**src/rtl/stopwatch_pkg.sv**
```systemverilog
// rtl/stopwatch_pkg.sv - shared types and sizing helpers for the stopwatch controller
//
// Purpose : FSM state encoding plus divider/width helpers used by
//           stopwatch_ctrl and tick_prescaler.
// Ports   : none (package)
package stopwatch_pkg;

  typedef enum logic [1:0] {
    IDLE  = 2'd0,
    RUN   = 2'd1,
    PAUSE = 2'd2,
    FULL  = 2'd3
  } sw_state_t;

  // Clock cycles per lowest-digit count; CLK_HZ must be an integer multiple
  // of TICK_HZ and the result at least 2.
  function automatic int sw_div(input int clk_hz, input int tick_hz);
    return clk_hz / tick_hz;
  endfunction

  // Prescaler counter width for a given divider.
  function automatic int sw_cnt_w(input int div);
    return (div < 2) ? 1 : $clog2(div);
  endfunction

endpackage

```
**src/rtl/stopwatch_ctrl_if.sv**
```systemverilog
// rtl/stopwatch_ctrl_if.sv - command/status bundle between buttons, controller and digit chain
//
// Purpose : groups the button pulses, chain status and chain control lines.
// Signals : start_stop, clear, lap  - one-cycle button pulses (to controller)
//           all_9                   - chain reads all 9s (to controller)
//           cnt_en, cnt_reset       - lowest-digit enable / chain sync reset (from controller)
//           running, full, disp_hold- status (from controller)
// Modports: master - environment side (buttons, digit chain, display)
//           slave  - stopwatch_ctrl side
interface stopwatch_ctrl_if;

  logic start_stop;
  logic clear;
  logic lap;
  logic all_9;
  logic cnt_en;
  logic cnt_reset;
  logic running;
  logic full;
  logic disp_hold;

  modport master (
    output start_stop, clear, lap, all_9,
    input  cnt_en, cnt_reset, running, full, disp_hold
  );

  modport slave (
    input  start_stop, clear, lap, all_9,
    output cnt_en, cnt_reset, running, full, disp_hold
  );

endinterface

```
**src/rtl/tick_prescaler.sv**
```systemverilog
// rtl/tick_prescaler.sv - mod-DIV counter producing the count tick
//
// Purpose : counts 0..DIV-1 while not held, wraps to 0, flags the last count.
// Params  : DIV - period in clk cycles (>= 2); CW - counter width
// Ports   : clk   in  system clock
//           reset in  synchronous active-high reset
//           clr   in  synchronous clear to 0 (wins over hold)
//           hold  in  freeze the count (keeps position mid-period)
//           tick  out high for the one cycle the count sits at DIV-1 and is not held
module tick_prescaler
  import stopwatch_pkg::*;
#(
  parameter int DIV = 10,
  parameter int CW  = sw_cnt_w(DIV)
) (
  input  logic clk,
  input  logic reset,
  input  logic clr,
  input  logic hold,
  output logic tick
);

  localparam logic [CW-1:0] LAST = CW'(DIV - 1);

  logic [CW-1:0] count;

  assign tick = !hold && (count == LAST);

  always_ff @(posedge clk) begin
    if (reset || clr) begin
      count <= '0;
    end else if (!hold) begin
      count <= (count == LAST) ? '0 : count + CW'(1);
    end
  end

endmodule

```
**src/rtl/stopwatch_ctrl.sv**
```systemverilog
// rtl/stopwatch_ctrl.sv - start/pause/clear sequencer for a cascaded BCD stopwatch chain
//
// Purpose : derives the count tick from clk, gates it with the IDLE/RUN/PAUSE/FULL
//           FSM, drives the chain's lowest-digit enable and sync reset, and stops
//           at all-9s instead of wrapping.
// Params  : CLK_HZ  - system clock frequency
//           TICK_HZ - lowest-digit count rate (CLK_HZ/TICK_HZ integer, >= 2)
// Ports   : clk   in  system clock
//           reset in  synchronous active-high reset
//           sw    slave modport of stopwatch_ctrl_if (buttons, all_9 in;
//                 cnt_en, cnt_reset, running, full, disp_hold out - all registered)
// Config  : STOPWATCH_LAP_EN - when defined, lap toggles disp_hold in RUN/PAUSE;
//           otherwise lap is ignored and disp_hold is tied to 0.
module stopwatch_ctrl
  import stopwatch_pkg::*;
#(
  parameter int CLK_HZ  = 50_000_000,
  parameter int TICK_HZ = 100
) (
  input  logic             clk,
  input  logic             reset,
  stopwatch_ctrl_if.slave  sw
);

  localparam int DIV = sw_div(CLK_HZ, TICK_HZ);
  localparam int CW  = sw_cnt_w(DIV);

  sw_state_t state;
  logic      tick;
  logic      cnt_en_q;
  logic      cnt_reset_q;
  logic      running_q;
  logic      full_q;
  logic      disp_hold_q;

  // Prescaler only advances in RUN; PAUSE and FULL freeze it mid-period.
  // It is held at 0 throughout IDLE so a fresh start always runs a full period.
  tick_prescaler #(
    .DIV (DIV),
    .CW  (CW)
  ) u_prescaler (
    .clk   (clk),
    .reset (reset),
    .clr   (sw.clear || (state == IDLE)),
    .hold  (state != RUN),
    .tick  (tick)
  );

  always_ff @(posedge clk) begin
    if (reset) begin
      state       <= IDLE;
      cnt_en_q    <= 1'b0;
      // Held through reset and for the first cycle after it, zeroing the chain.
      cnt_reset_q <= 1'b1;
      running_q   <= 1'b0;
      full_q      <= 1'b0;
      disp_hold_q <= 1'b0;
    end else begin
      cnt_en_q    <= 1'b0;
      cnt_reset_q <= 1'b0;
      if (sw.clear) begin
        state       <= IDLE;
        cnt_reset_q <= 1'b1;
        running_q   <= 1'b0;
        full_q      <= 1'b0;
        disp_hold_q <= 1'b0;
      end else begin
        case (state)
          IDLE: begin
            if (sw.start_stop) begin
              state     <= RUN;
              running_q <= 1'b1;
            end
          end
          RUN: begin
            // A pause wins over a coincident tick; that count is dropped.
            if (sw.start_stop) begin
              state     <= PAUSE;
              running_q <= 1'b0;
            end else if (tick) begin
              if (sw.all_9) begin
                state     <= FULL;
                running_q <= 1'b0;
                full_q    <= 1'b1;
              end else begin
                cnt_en_q <= 1'b1;
              end
            end
          end
          PAUSE: begin
            if (sw.start_stop) begin
              state     <= RUN;
              running_q <= 1'b1;
            end
          end
          FULL: begin
            // Saturated: only clear leaves this state.
          end
          default: begin
            state     <= IDLE;
            running_q <= 1'b0;
            full_q    <= 1'b0;
          end
        endcase
`ifdef STOPWATCH_LAP_EN
        if (sw.lap && ((state == RUN) || (state == PAUSE))) begin
          disp_hold_q <= !disp_hold_q;
        end
`endif
      end
    end
  end

`ifndef STOPWATCH_LAP_EN
  logic unused_lap;
  assign unused_lap = sw.lap;
`endif

  assign sw.cnt_en    = cnt_en_q;
  assign sw.cnt_reset = cnt_reset_q;
  assign sw.running   = running_q;
  assign sw.full      = full_q;
`ifdef STOPWATCH_LAP_EN
  assign sw.disp_hold = disp_hold_q;
`else
  assign sw.disp_hold = 1'b0;
`endif

endmodule

```
**src/flat_wrapper.sv**
```systemverilog
// flat-port wrapper written by rule: the top's interface ports become plain ports
module stopwatch_ctrl_flat import stopwatch_pkg::*;
#(
  parameter int CLK_HZ  = 50_000_000,
  parameter int TICK_HZ = 100
)
  (clk, reset, sw_start_stop, sw_clear, sw_lap, sw_all_9, sw_cnt_en, sw_cnt_reset, sw_running, sw_full, sw_disp_hold);
  stopwatch_ctrl_if sw_i ();
  input  logic clk;
  input  logic reset;
  input wire logic [$bits(sw_i.start_stop)-1:0] sw_start_stop;
  input wire logic [$bits(sw_i.clear)-1:0] sw_clear;
  input wire logic [$bits(sw_i.lap)-1:0] sw_lap;
  input wire logic [$bits(sw_i.all_9)-1:0] sw_all_9;
  output wire logic [$bits(sw_i.cnt_en)-1:0] sw_cnt_en;
  output wire logic [$bits(sw_i.cnt_reset)-1:0] sw_cnt_reset;
  output wire logic [$bits(sw_i.running)-1:0] sw_running;
  output wire logic [$bits(sw_i.full)-1:0] sw_full;
  output wire logic [$bits(sw_i.disp_hold)-1:0] sw_disp_hold;
  assign sw_i.start_stop = sw_start_stop;
  assign sw_i.clear = sw_clear;
  assign sw_i.lap = sw_lap;
  assign sw_i.all_9 = sw_all_9;
  assign sw_cnt_en = sw_i.cnt_en;
  assign sw_cnt_reset = sw_i.cnt_reset;
  assign sw_running = sw_i.running;
  assign sw_full = sw_i.full;
  assign sw_disp_hold = sw_i.disp_hold;
  stopwatch_ctrl #(.CLK_HZ(CLK_HZ), .TICK_HZ(TICK_HZ)) u_core (.clk(clk), .reset(reset), .sw(sw_i));
endmodule
```
**config.mk**
```make
export PLATFORM = sky130hd
export DESIGN_NAME = stopwatch_ctrl_flat
export DESIGN_NICKNAME = d
export VERILOG_FILES = /design/src/rtl/stopwatch_pkg.sv /design/src/rtl/stopwatch_ctrl_if.sv /design/src/rtl/tick_prescaler.sv /design/src/rtl/stopwatch_ctrl.sv /design/src/flat_wrapper.sv
export SDC_FILE = /design/constraint.sdc
export NUM_CORES = 1
export LEC_CHECK = 0
export ABC_AREA = 1
export CAP_MARGIN = 30
export CORE_ASPECT_RATIO = 0.9
export CORE_MARGIN = 4
export CORE_UTILIZATION = 50
export DETAILED_ROUTE_END_ITERATION = 8
export GPL_TIMING_DRIVEN = 0
export HOLD_SLACK_MARGIN = 0.03
export MAX_ROUTING_LAYER = met4
export PLACE_DENSITY = 0.73
export SYNTH_ARGS = -nofsm -noshare
export SYNTH_HDL_FRONTEND = slang
export SYNTH_HIERARCHICAL = 1
export SYNTH_SLANG_ARGS = --single-unit
```
**constraint.sdc**
```tcl
create_clock -name clk -period 1.5 [get_ports clk]
set_input_delay 0.3 -clock clk [delete_from_list [all_inputs] [get_ports clk]]
set_output_delay 0.3 -clock clk [all_outputs]
set_load 0.1 [all_outputs]
```
# [Word-level counts from Yosys, hierarchy flattened]
# Index checks and enable logic that the tools add are counted.
[totals] wordCells=41 register_bits=25 in_bits=6
[classes] muxes=13 bitwise_logic=3 n_reduce_logical=11 eq_ne=7 add_sub_neg=1
[op_table] op="19-bit by 1-bit adder with 19-bit output (second input constant)" n=1
[op_table] op="19-bit == test (second input constant)" n=1
[op_table] op="19-bit two-way mux" n=1
[op_table] op="2-bit two-way mux" n=4
[op_table] op="4-bit AND reduction" n=2
[op_table] op="1-bit two-way mux" n=6
[op_table] op="5-bit OR reduction" n=1
[op_table] op="2-bit by 1-bit != test with 1-bit output (second input constant)" n=2
[op_table] op="2-bit one-hot mux with 2 select lines" n=1
[op_table] op="2-bit OR reduction" n=2
[op_table] op="3-bit by 2-bit != test with 1-bit output (second input constant)" n=1
[op_table] op="3-bit != test (second input constant)" n=1
[op_table] op="1-bit inverter" n=3
[op_table] op="2-bit by 1-bit == test with 1-bit output (second input constant)" n=1
[op_table] op="2-bit == test (second input constant)" n=1
[op_table] op="2-bit zero test" n=1
[op_table] op="1-bit logical OR" n=2
[op_table] op="1-bit one-hot mux with 2 select lines" n=1
[op_table] op="2-bit nonzero test" n=1
[op_table] op="1-bit logical AND" n=1
[op_table] op="1-bit zero test" n=1

# [Logic depth before layout (Yosys ltp)]
# Gate-level depths: netlist of run 1.
[logic_depth] word_depth=6 depth_mapped=12 depth_no_buf=12

# [By module]
# Netlist of run 1, hierarchy kept.
[by_module_without_submodules] module="tick_prescaler" area_each_um2=1064.8 seq_area_each_um2=380.4 n_inst=1 cells_per_inst=150
[by_module_without_submodules] module="stopwatch_ctrl" area_each_um2=239.0 seq_area_each_um2=120.1 n_inst=1 cells_per_inst=32

# [Worst setup path after synthesis of run 1]
# OpenSTA, ideal clock, no wires.
[synth_timing] path_kind="reg-to-reg" from="reg u_core.state[0]" to="reg u_core.full_q (netlist: u_core/sw.full)" path_buffers=0 synth_period_minus_slack_ns=1.513 arrival_time_ns=1.447 required_ns=1.434 stages_incl_launch_ff=11 path_slack_ns=-0.013 path_cell_list="dfxtp_1 -> nand2_1 -> inv_2 -> nand3_1 -> nor2_1 -> nand3_2 -> inv_1 -> nand2_1 -> nor3_1 -> nor2_1 -> nor2_1"
[synth_between] elab_chain_cells=4 word_cells_on_any_way=5 cone_classes="eq/ne (2); reduce/logical (3)"
[synth_rtl] item="from (decl)" line="stopwatch_ctrl.sv:28" rtl="sw_state_t state;"
[synth_rtl] item="from (signal assigned)" line="stopwatch_ctrl.sv:51" rtl="state <= IDLE;"
[synth_rtl] item="from (signal assigned)" line="stopwatch_ctrl.sv:62" rtl="state <= IDLE;"
[synth_rtl] item="from (signal assigned)" line="stopwatch_ctrl.sv:71" rtl="state <= RUN;"
[synth_rtl] item="2-bit by 1-bit != test with 1-bit output" line="stopwatch_ctrl.sv:45" rtl=".hold (state != RUN),"
[synth_rtl] item="1-bit zero test"
[synth_rtl] item="1-bit logical AND" line="tick_prescaler.sv:27" rtl="assign tick = !hold && (count == LAST);"
[synth_rtl] item="via u_core.tick" line="stopwatch_ctrl.sv:29" rtl="logic tick;"
[synth_rtl] item="4-bit AND reduction (no line)"
[synth_rtl] item="to (signal assigned)" line="stopwatch_ctrl.sv:56" rtl="full_q <= 1'b0;"
[synth_rtl] item="to (signal assigned)" line="stopwatch_ctrl.sv:65" rtl="full_q <= 1'b0;"
[synth_rtl] item="to (signal assigned)" line="stopwatch_ctrl.sv:84" rtl="full_q <= 1'b1;"
[synth_rtl] item="to (decl)" line="stopwatch_ctrl.sv:33" rtl="logic full_q;"
# The timed path passes the listed nets, and every way through them passes these cells.
# A chain may end at the register's enable or synchronous reset.

# [Final worst setup path of run 1]
[layout_timing] from="reg u_core.u_prescaler.count[7]" to="reg u_core.state[1]"
[layout_between] elab_chain_cells=4
[layout_rtl] item="from (decl)" line="tick_prescaler.sv:25" rtl="logic [CW-1:0] count;"
[layout_rtl] item="from (signal assigned)" line="tick_prescaler.sv:33" rtl="count <= (count == LAST) ? '0 : count + CW'(1);"
[layout_rtl] item="19-bit == test" line="tick_prescaler.sv:27"
[layout_rtl] item="1-bit logical AND" line="tick_prescaler.sv:27"
[layout_rtl] item="via u_core.tick" line="stopwatch_ctrl.sv:29"
[layout_rtl] item="3-bit by 2-bit != test with 1-bit output (no line)"
[layout_rtl] item="4-bit AND reduction (no line)"
# The timed path passes the listed nets, and every way through them passes these cells.

==> flow_summary.toml, run 1 <==
[placed_design]
hpwlAfterDp_um = 2040
place_ws_ps = -254
dp.cells = 218
globalplace.congestion = 0.836
port-buffer-count = 8

[synthesis]
async_flop_share = 0
ys_ff_latch = 25
synth_area_leaders = "dfxtp_1 (38%), nor2_1 (9.8%), nand2_1 (8.3%)"
synth_ff_type = "dfxtp_1"
synthAdderAreaFrac = 0.00960
synthCells = 182
syn_area_per_cell_um2 = 7.16
synth_top_family_by_area = "simple AND/OR/NAND/NOR gates"
ys_seq_area_frac = 0.384
synth_top_cell_by_area = "dfxtp_1"
netlist_area_mm2 = 0.00130
netlist.area_leader.share = 0.384
synthSimpleGateAreaFrac = 0.443
yosys-mux-area-fraction = 0.00768
yosys_warnings = 6
synth_xor_xnor_area_share = 0.0470
synth.distinct_cells = 25
synth_edf_count = 0
synth_nets = 189
synth_compound_area_frac = 0.0365

[drt]
route.detailed.drc = 0
firstDrtPassIters = 4
drt_iter0_drc = 90
totalWireLength_um = 2930
vias = 1251
final_antenna_net_count = 0
viasPerCell = 5.39
wl_per_cell_um = 12.6

[worst_hold_path]
min-delay-start = "u_core/sw.running"
hp-class = "flip-flop to flip-flop"
holdPathStages = 2

[grt]
grt_overflow = 0
grt_pass1_wl_um = 4850
met2_usage = 0.280
gr-usage-met1 = 0.242
antenna_found_initial = 0
grt-busiest-layer = "met2"
grtUsageTotal = 0.183
use_met3 = 0.0345
grt_pass1_vias = 1128
grt_max_degree = 14

[flow_run]
max_cap_viol_count = 0

[power_and_ir_drop]
pwr-share-seq = 0.629
internal_power_uw = 803
peakVddDrop_mv = 0.657
p_leak_uw = 0.000583
p_per_area_mw_per_mm2 = 695
p_sw_frac = 0.249
combPwrFrac = 0.088
power_switching_uw = 266
power_frac_clock = 0.283

[timing]
hold_viol_final = 0
setup_viol = 0
skew_ps = 12.6
hold_slack_ps = 464
fin_crit_ps = 1460
fin_ws_ps = 40.0
tns_ps = 0
final-max-slew-violation-count = 0
post-route-period-util = 0.973
fmax_mhz = 685

[critical_path]
timing.rr.start = "u_core/u_prescaler/count[7]"
startpoint_type = "flip-flop"
ff2ff_path_depth = 9
crit_fanout = 4
startpoint = "u_core/u_prescaler/count[7]"
critical_path_arrival_ps = 1700
reg2reg_slack_ps = 40
endpoint_kind = "flip-flop"
setup.worst_path.class = "flip-flop to flip-flop"
required_ps = 1740

[final_layout]
fin_cells = 232
layout-drive-gt1-share = 0.240
area_delta_synth_final_pct = 17.9
fillers = 229
antennaDiodeCount = 0
layout.nets = 212

[die]
initial_core_util = 0.528
die_w_um = 61.8
num_rows = 17
die_h_um = 56.4
die-area_mm2 = 0.00349
ios = 11
placeableCoreArea_mm2 = 0.00247

[clocking]
clock_latency_ps = 320
cts_max_level = 1
cts_root_buffer = "clkbuf_4"
clock_sinks = 25
cts_tree = "done"
cts_buffers = 3
cts.clk_slew.worst_paths_ps = 140
clockBufferDepth = 2

[run_status]
outcome = "finished clean"
## registers in the layout (all words and copies together), names as in the netlist
| name | flops |
|---|---|
| u_core/sw.cnt_en | 1 |
| u_core/u_prescaler/count | 19 |
| u_core/sw.cnt_reset | 1 |
| u_core/sw.full | 1 |
| u_core/sw.running | 1 |
| u_core/state | 2 |
## worst max-delay path, cell delays in order (launching register included)
cell and delay, ps:
dfxtp_1 390, nor2_1 170, nand3_2 100, nor2_2 140
nand3_2 140, inv_2 90, nand2_1 70, nand2_1 60
nand2_1 80, a21oi_1 140
## Yosys cell counts (4+ instances only)
library cell	n
a21oi_1	4
dfxtp_1	25
inv_1	19
nand2_1	29
nand2_2	4
nand3_1	17
nand4_1	7
nor2_1	34
nor2_4	6
nor3_1	8
xor2_1	6
## path summary, 6_finish.rpt
path,endpoint
hold / removal,u_core/sw.running
setup / recovery,u_core/state[1]
setup reg to reg,u_core/state[1]
hold reg to reg,u_core/sw.running
## cell type report
class	count	area, µm²	share of cell area
Tap cell	28	35.0	0.0228
Buffer	1	7.51	0.00488
Clock buffer	4	26.3	0.0171
Sequential cell	25	508	0.330
Inverter	22	90.1	0.0586
Multi-Input combinational cell	134	736	0.478
Timing Repair Buffer	18	135	0.0879
## layer usage
layer  routed length (µm)  vias up
met5                    0        -
met4                   36        0
met3                  139        4
met2                 1390       32
met1                 1360      582
li1                     -      633
## kinds of logic after synthesis
kind of cell	Yosys count
mux	1
other cells	1
simple gates	115
compound gates	9
buf+inv	23
xor+xnor	7
flops	25
fa+ha+maj	1
## power by group through the flow
stage	Clock [µW]	Combinational [µW]	Sequential (µW)
finish	302	94.5	672
global route	354	101	674
floorplan	0	37.7	706
CTS	312	82.4	673
detailed placement	0	83.1	687
global placement	0	81.8	687
## metrics by stage
stage	power [µW]	util	cell area (µm²)
after floorplan	744	-	1310
after global routing	1130	0.623	1540
after CTS	1070	0.590	1460
final	1070	0.623	1540
after detailed placement	770	0.576	1420
after global placement	769	0.576	1420
## placed cells by master, fill, tap and decap left out, types with 2 or more instances in the layout
cell,Yosys,final
nand3_2,2,3
buf_2,0,4
nand4_1,7,7
a21oi_1,4,4
xor2_1,6,6
clkbuf_4,0,3
nor2_1,34,33
inv_1,19,17
nand2_4,2,3
nor3_1,8,7
dfxtp_1,25,21
inv_2,3,3
buf_4,1,11
nor2_4,6,6
nand2_1,29,28
clkdlybuf4s50_1,0,4
nor4_1,2,2
o21ai_0,3,3
nand3_1,17,16
nand2_2,4,4
nor2_2,3,4
dfxtp_2,0,3
## what timing repair did
item                                    4_1_cts  5_1_grt
buffers inserted                              2        8
pin swaps                                     1        4
hold buffers                                  0        0
endpoints found under the setup margin       19       17
gates resized for setup                      23       12
Note: power is estimated with default switching activity, not from simulation.
==> run 2: changes to the inputs <==
CORE_ASPECT_RATIO = 0.6   (was 0.9)
==> flow_summary.toml, run 2 (synthesized netlist as in run 1, its figures left out) <==
[grt]
grt_overflow = 0
grtUsageTotal = 0.210
grt_pass1_vias = 1109
grt_max_degree = 14
antenna_found_initial = 0
grt_pass1_wl_um = 5220

[final_layout]
layout.nets = 209
fin_area_mm2 = 0.00160
area_delta_synth_final_pct = 22.5
regMostFlops = "u_core/u_prescaler/count"
mostFrequentLayoutCells = "nor2_1 (33), nand2_1 (26), dfxtp_1 (23)"
antennaDiodeCount = 0
final_common_cell = "nor2_1"
fin_cells = 233
layout_top_registers = "u_core/u_prescaler/count x19, u_core/state x2"
largest_reg_flops = 19
layout-drive-gt1-share = 0.239

[drt]
met2_length_um = 1380
viasPerCell = 5.47
drt_iter0_drc = 172
totalWireLength_um = 3390
route.met3.wl_um = 392
route.detailed.drc = 0
top_layer = "met4"
wl_per_cell_um = 14.6
vias = 1274
final_antenna_net_count = 0
firstDrtPassIters = 5
drt-met1-wl_um = 1540

[critical_path]
startpoint_type = "flip-flop"
required_ps = 1660
setup.worst_path.class = "flip-flop to flip-flop"
ff2ff_path_depth = 7
critical_path_arrival_ps = 1620
startpoint = "u_core/u_prescaler/count[2]"
worst_r2r_endpoint = "u_core/u_prescaler/count[16]"
timing.rr.start = "u_core/u_prescaler/count[2]"
reg2reg_slack_ps = 40
crit_end = "u_core/u_prescaler/count[16]"
endpoint_kind = "flip-flop"
crit_fanout = 7

[flow_run]
max_cap_viol_count = 0

[clocking]
clock_latency_ps = 270
clockBufferDepth = 2
cts_buffers = 3
cts_root_buffer = "clkbuf_8"
clock_sinks = 25
cts_max_level = 1
cts_tree = "done"
ctsHoldBuffers = 0
cts.clk_slew.worst_paths_ps = 90

[power_and_ir_drop]
pwr-share-seq = 0.572
power_frac_clock = 0.343
p_leak_uw = 0.000578
combPwrFrac = 0.085
power_switching_uw = 287
p_per_area_mw_per_mm2 = 736
peakVddDrop_mv = 0.656
p_sw_frac = 0.244
internal_power_uw = 889

[placed_design]
placed_area_mm2 = 0.00143
hpwlAfterDp_um = 2280
globalplace.congestion = 0.912
port-buffer-count = 8
dp.cells = 222
place_ws_ps = -312

[timing]
relSlewSlack = 0.637
fin_crit_ps = 1460
rsz0062_at_grt = "true"
final-max-slew-violation-count = 0
post-route-period-util = 0.972
fmax_mhz = 686
hold_viol_final = 0
skew_ps = 5.60
tightest_slew_ps = 547
setup_viol = 0
hold_slack_ps = 507
fin_ws_ps = 41.7

[worst_hold_path]
holdPathStages = 2
hp-class = "flip-flop to flip-flop"

[die]
die-area_mm2 = 0.00352
num_rows = 14
placeableCoreArea_mm2 = 0.00250
die_h_um = 47.6
initial_core_util = 0.520
die_w_um = 73.9
ios = 11

[run_status]
outcome = "finished clean"
[run 2: worst min-delay path by stage]
stage                                  from           endpoint
after global placement    u_core/sw.running  u_core/sw.running
final                     u_core/sw.running  u_core/sw.running
after global routing      u_core/sw.running  u_core/sw.running
after floorplan               sw_start_stop   u_core/sw.cnt_en
after CTS                 u_core/sw.running  u_core/sw.running
after detailed placement  u_core/sw.running  u_core/sw.running
[run 2: through the flow]
stage	setup TNS (ps)	total power (µW)	util
after floorplan	0	744	-
after global placement	-4090	770	0.569
after detailed placement	-4760	772	0.569
after CTS	0	1160	0.607
after global routing	-38.4	1230	0.637
final	0	1180	0.637
[run 2: cell type report]
class,count,area [µm²]
repair buffers,15,144
fillers,203,908
plain buffers,1,7.51
clock buffers,4,45.0
flip-flops and latches,25,505
well taps,32,40.0
inverters,22,90.1
multi-input cells,134,764
[run 2: repair_timing]
action,in CTS,in global routing
endpoints found under the setup margin,22,21
gates resized for setup,20,13
setup buffers,2,5
pin swaps,1,5
endpoints found under the hold margin,0,0
[run 2: routing by layer]
metal	vias up	track usage
met5	-	-
met4	0	0.0505
met3	21	0.0943
met2	85	0.303
met1	541	0.267
li1	627	-
[run 2: power by group through the flow]
stage | logic [µW] | registers (µW) | clock network [µW]
2_1_floorplan | 37.7 | 706 | 0
3_3_place_gp | 82.8 | 687 | 0
3_5_place_dp | 84.4 | 688 | 0
4_1_cts | 86.2 | 671 | 403
5_1_grt | 104 | 673 | 452
6_report | 100 | 672 | 403
[run 2: worst max-delay path: stages (launching register included)]
cell	delay, ps
dfxtp_1	460
nand4_1	190
nor2_2	160
nand3_2	120
buf_4	170
buf_12	130
nand3_1	80
nor2_1	50
==> run 3: changes to the inputs <==
CTS_BUF_LIST = sky130_fd_sc_hd__clkbuf_16   (was not set)
GPL_TIMING_DRIVEN = not set   (was 0)
MAX_ROUTING_LAYER = not set   (was met4)
==> flow_summary.toml, run 3 (synthesized netlist as in run 1, its figures left out) <==
[run_status]
outcome = "finished clean"

[power_and_ir_drop]
p_leak_uw = 0.000649
p_per_area_mw_per_mm2 = 814
peakVddDrop_mv = 0.468
p_total_uw = 1360

[drt]
viasPerCell = 5.32
top_layer = "met4"
drt-met1-wl_um = 1570
met2_length_um = 1500
firstDrtPassIters = 4
final_antenna_net_count = 0
totalWireLength_um = 3390
route.met3.wl_um = 301
drt_iter0_drc = 113
vias = 1267
route.detailed.drc = 0
wl_per_cell_um = 14.2

[critical_path]
startpoint_type = "flip-flop"
crit_buf_inv = 4
critPathSlowestCell = "dfxtp_2"
required_ps = 1640
cpPeakStageDelay_ps = 320
cp_cell_sequence = "inv_2, nand2_2, inv_4, buf_6, nand2_4, buf_4, nor3_1, xor2_1, nor2_1"
path_delay_family = "simple AND/OR/NAND/NOR gates"
setup.worst_path.class = "flip-flop to flip-flop"
crit_fanout = 3
endpoint_kind = "flip-flop"
critical_path_arrival_ps = 1580

[clocking]
cts_root_buffer = "clkbuf_16"
cts_buffers = 3
clock_sinks = 25
cts_max_level = 1
cts.clk_slew.worst_paths_ps = 60
cts_tree = "done"
clockBufferDepth = 2
clock_latency_ps = 260

[final_layout]
layout.nets = 214
layout-drive-gt1-share = 0.238
area_delta_synth_final_pct = 28.4
mostFrequentLayoutCells = "nor2_1 (33), nand2_1 (28), dfxtp_1 (22)"
multiInputGateArea_um2 = 744
layout_top_registers = "u_core/u_prescaler/count x19, u_core/state x2"
final-seq-area_um2 = 504
largest_reg_flops = 19
fillers = 215
final_common_cell = "nor2_1"
regMostFlops = "u_core/u_prescaler/count"
antennaDiodeCount = 0

[placed_design]
hpwlAfterDp_um = 2520
globalplace.congestion = 0.928
place_ws_ps = -59.2
port-buffer-count = 8

[die]
num_rows = 14
placeableCoreArea_mm2 = 0.00250
ios = 11
die-area_mm2 = 0.00352
initial_core_util = 0.520
die_w_um = 73.9
die_h_um = 47.6

[timing]
post-route-period-util = 0.959
fin_ws_ps = 60.8
tns_ps = 0
final-max-slew-violation-count = 0
fin_crit_ps = 1440
fmax_mhz = 695
setup_viol = 0
hold_viol_final = 0
rsz0062_at_grt = "true"
skew_ps = 2.21

[grt]
grt_overflow = 0
antenna_found_initial = 0
grt_pass1_wl_um = 5200
grtUsageTotal = 0.204
grt_pass1_vias = 1068
grt_max_degree = 14

[worst_hold_path]
hp-class = "flip-flop to flip-flop"

[flow_run]
max_cap_viol_count = 0
[run 3: changes by cell type in the layout (fill, tap and decap cells not counted), sizes merged]
cell / delta
buf: +8
clkdlybuf4s15: -3
clkbuf: -1
inv: +1
[run 3: layout make-up]
cell class	instances	area share
Inverter	22	0.0508
Timing Repair Buffer	21	0.132
Sequential cell	25	0.301
Clock buffer	3	0.0448
Clock inverter	1	0.00224
Tap cell	32	0.0239
Multi-Input combinational cell	134	0.445
[run 3: power breakdown]
part           internal (µW)  total (µW)  switching, µW
sequential               669         673           4.01
combinational           39.9         107           66.9
clock                    356         582            226
[run 3: metal layers]
metal,track usage,vias to the layer above
met5,0,-
met3,0.0482,4
li1,-,633
met4,0.0325,0
met1,0.305,583
met2,0.305,47
[run 3: what timing repair did]
| action | CTS | global route |
|---|---|---|
| cloned | 0 | 0 |
| resized for setup | 3 | 9 |
| setup buffers | 3 | 3 |
| hold buffers | 0 | 0 |
| endpoints found under the setup margin | 1 | 4 |
| pin swaps | 2 | 7 |
[run 3: worst paths after layout]
| check | startpoint | to | slack, ps | cells past startpoint |
|---|---|---|---|---|
| setup / recovery | u_core/state[1] | u_core/u_prescaler/count[5] | 60 | 9 |
| hold / removal | u_core/u_prescaler/count[15] | u_core/u_prescaler/count[15] | 500 | 2 |
| setup reg to reg | u_core/state[1] | u_core/u_prescaler/count[5] | 60 | 9 |
| hold reg to reg | u_core/u_prescaler/count[15] | u_core/u_prescaler/count[15] | 500 | 2 |
[run 3: tightest hold or removal path: stages, from the launching register on]
cell	delay, ps
dfxtp_1	320
nor2_1	100
nor2_1	50
[run 3: stage by stage]
| step | hold slack [ps] | area (µm²) | std cells | util |
|---|---|---|---|---|
| after floorplan | 376 | 1310 | 182 | - |
| after global placement | 485 | 1510 | 228 | 0.603 |
| after detailed placement | 490 | 1510 | 228 | 0.603 |
| after CTS | 500 | 1620 | 235 | 0.648 |
| after global routing | 528 | 1670 | 238 | 0.668 |
| final | 503 | 1670 | 238 | 0.668 |
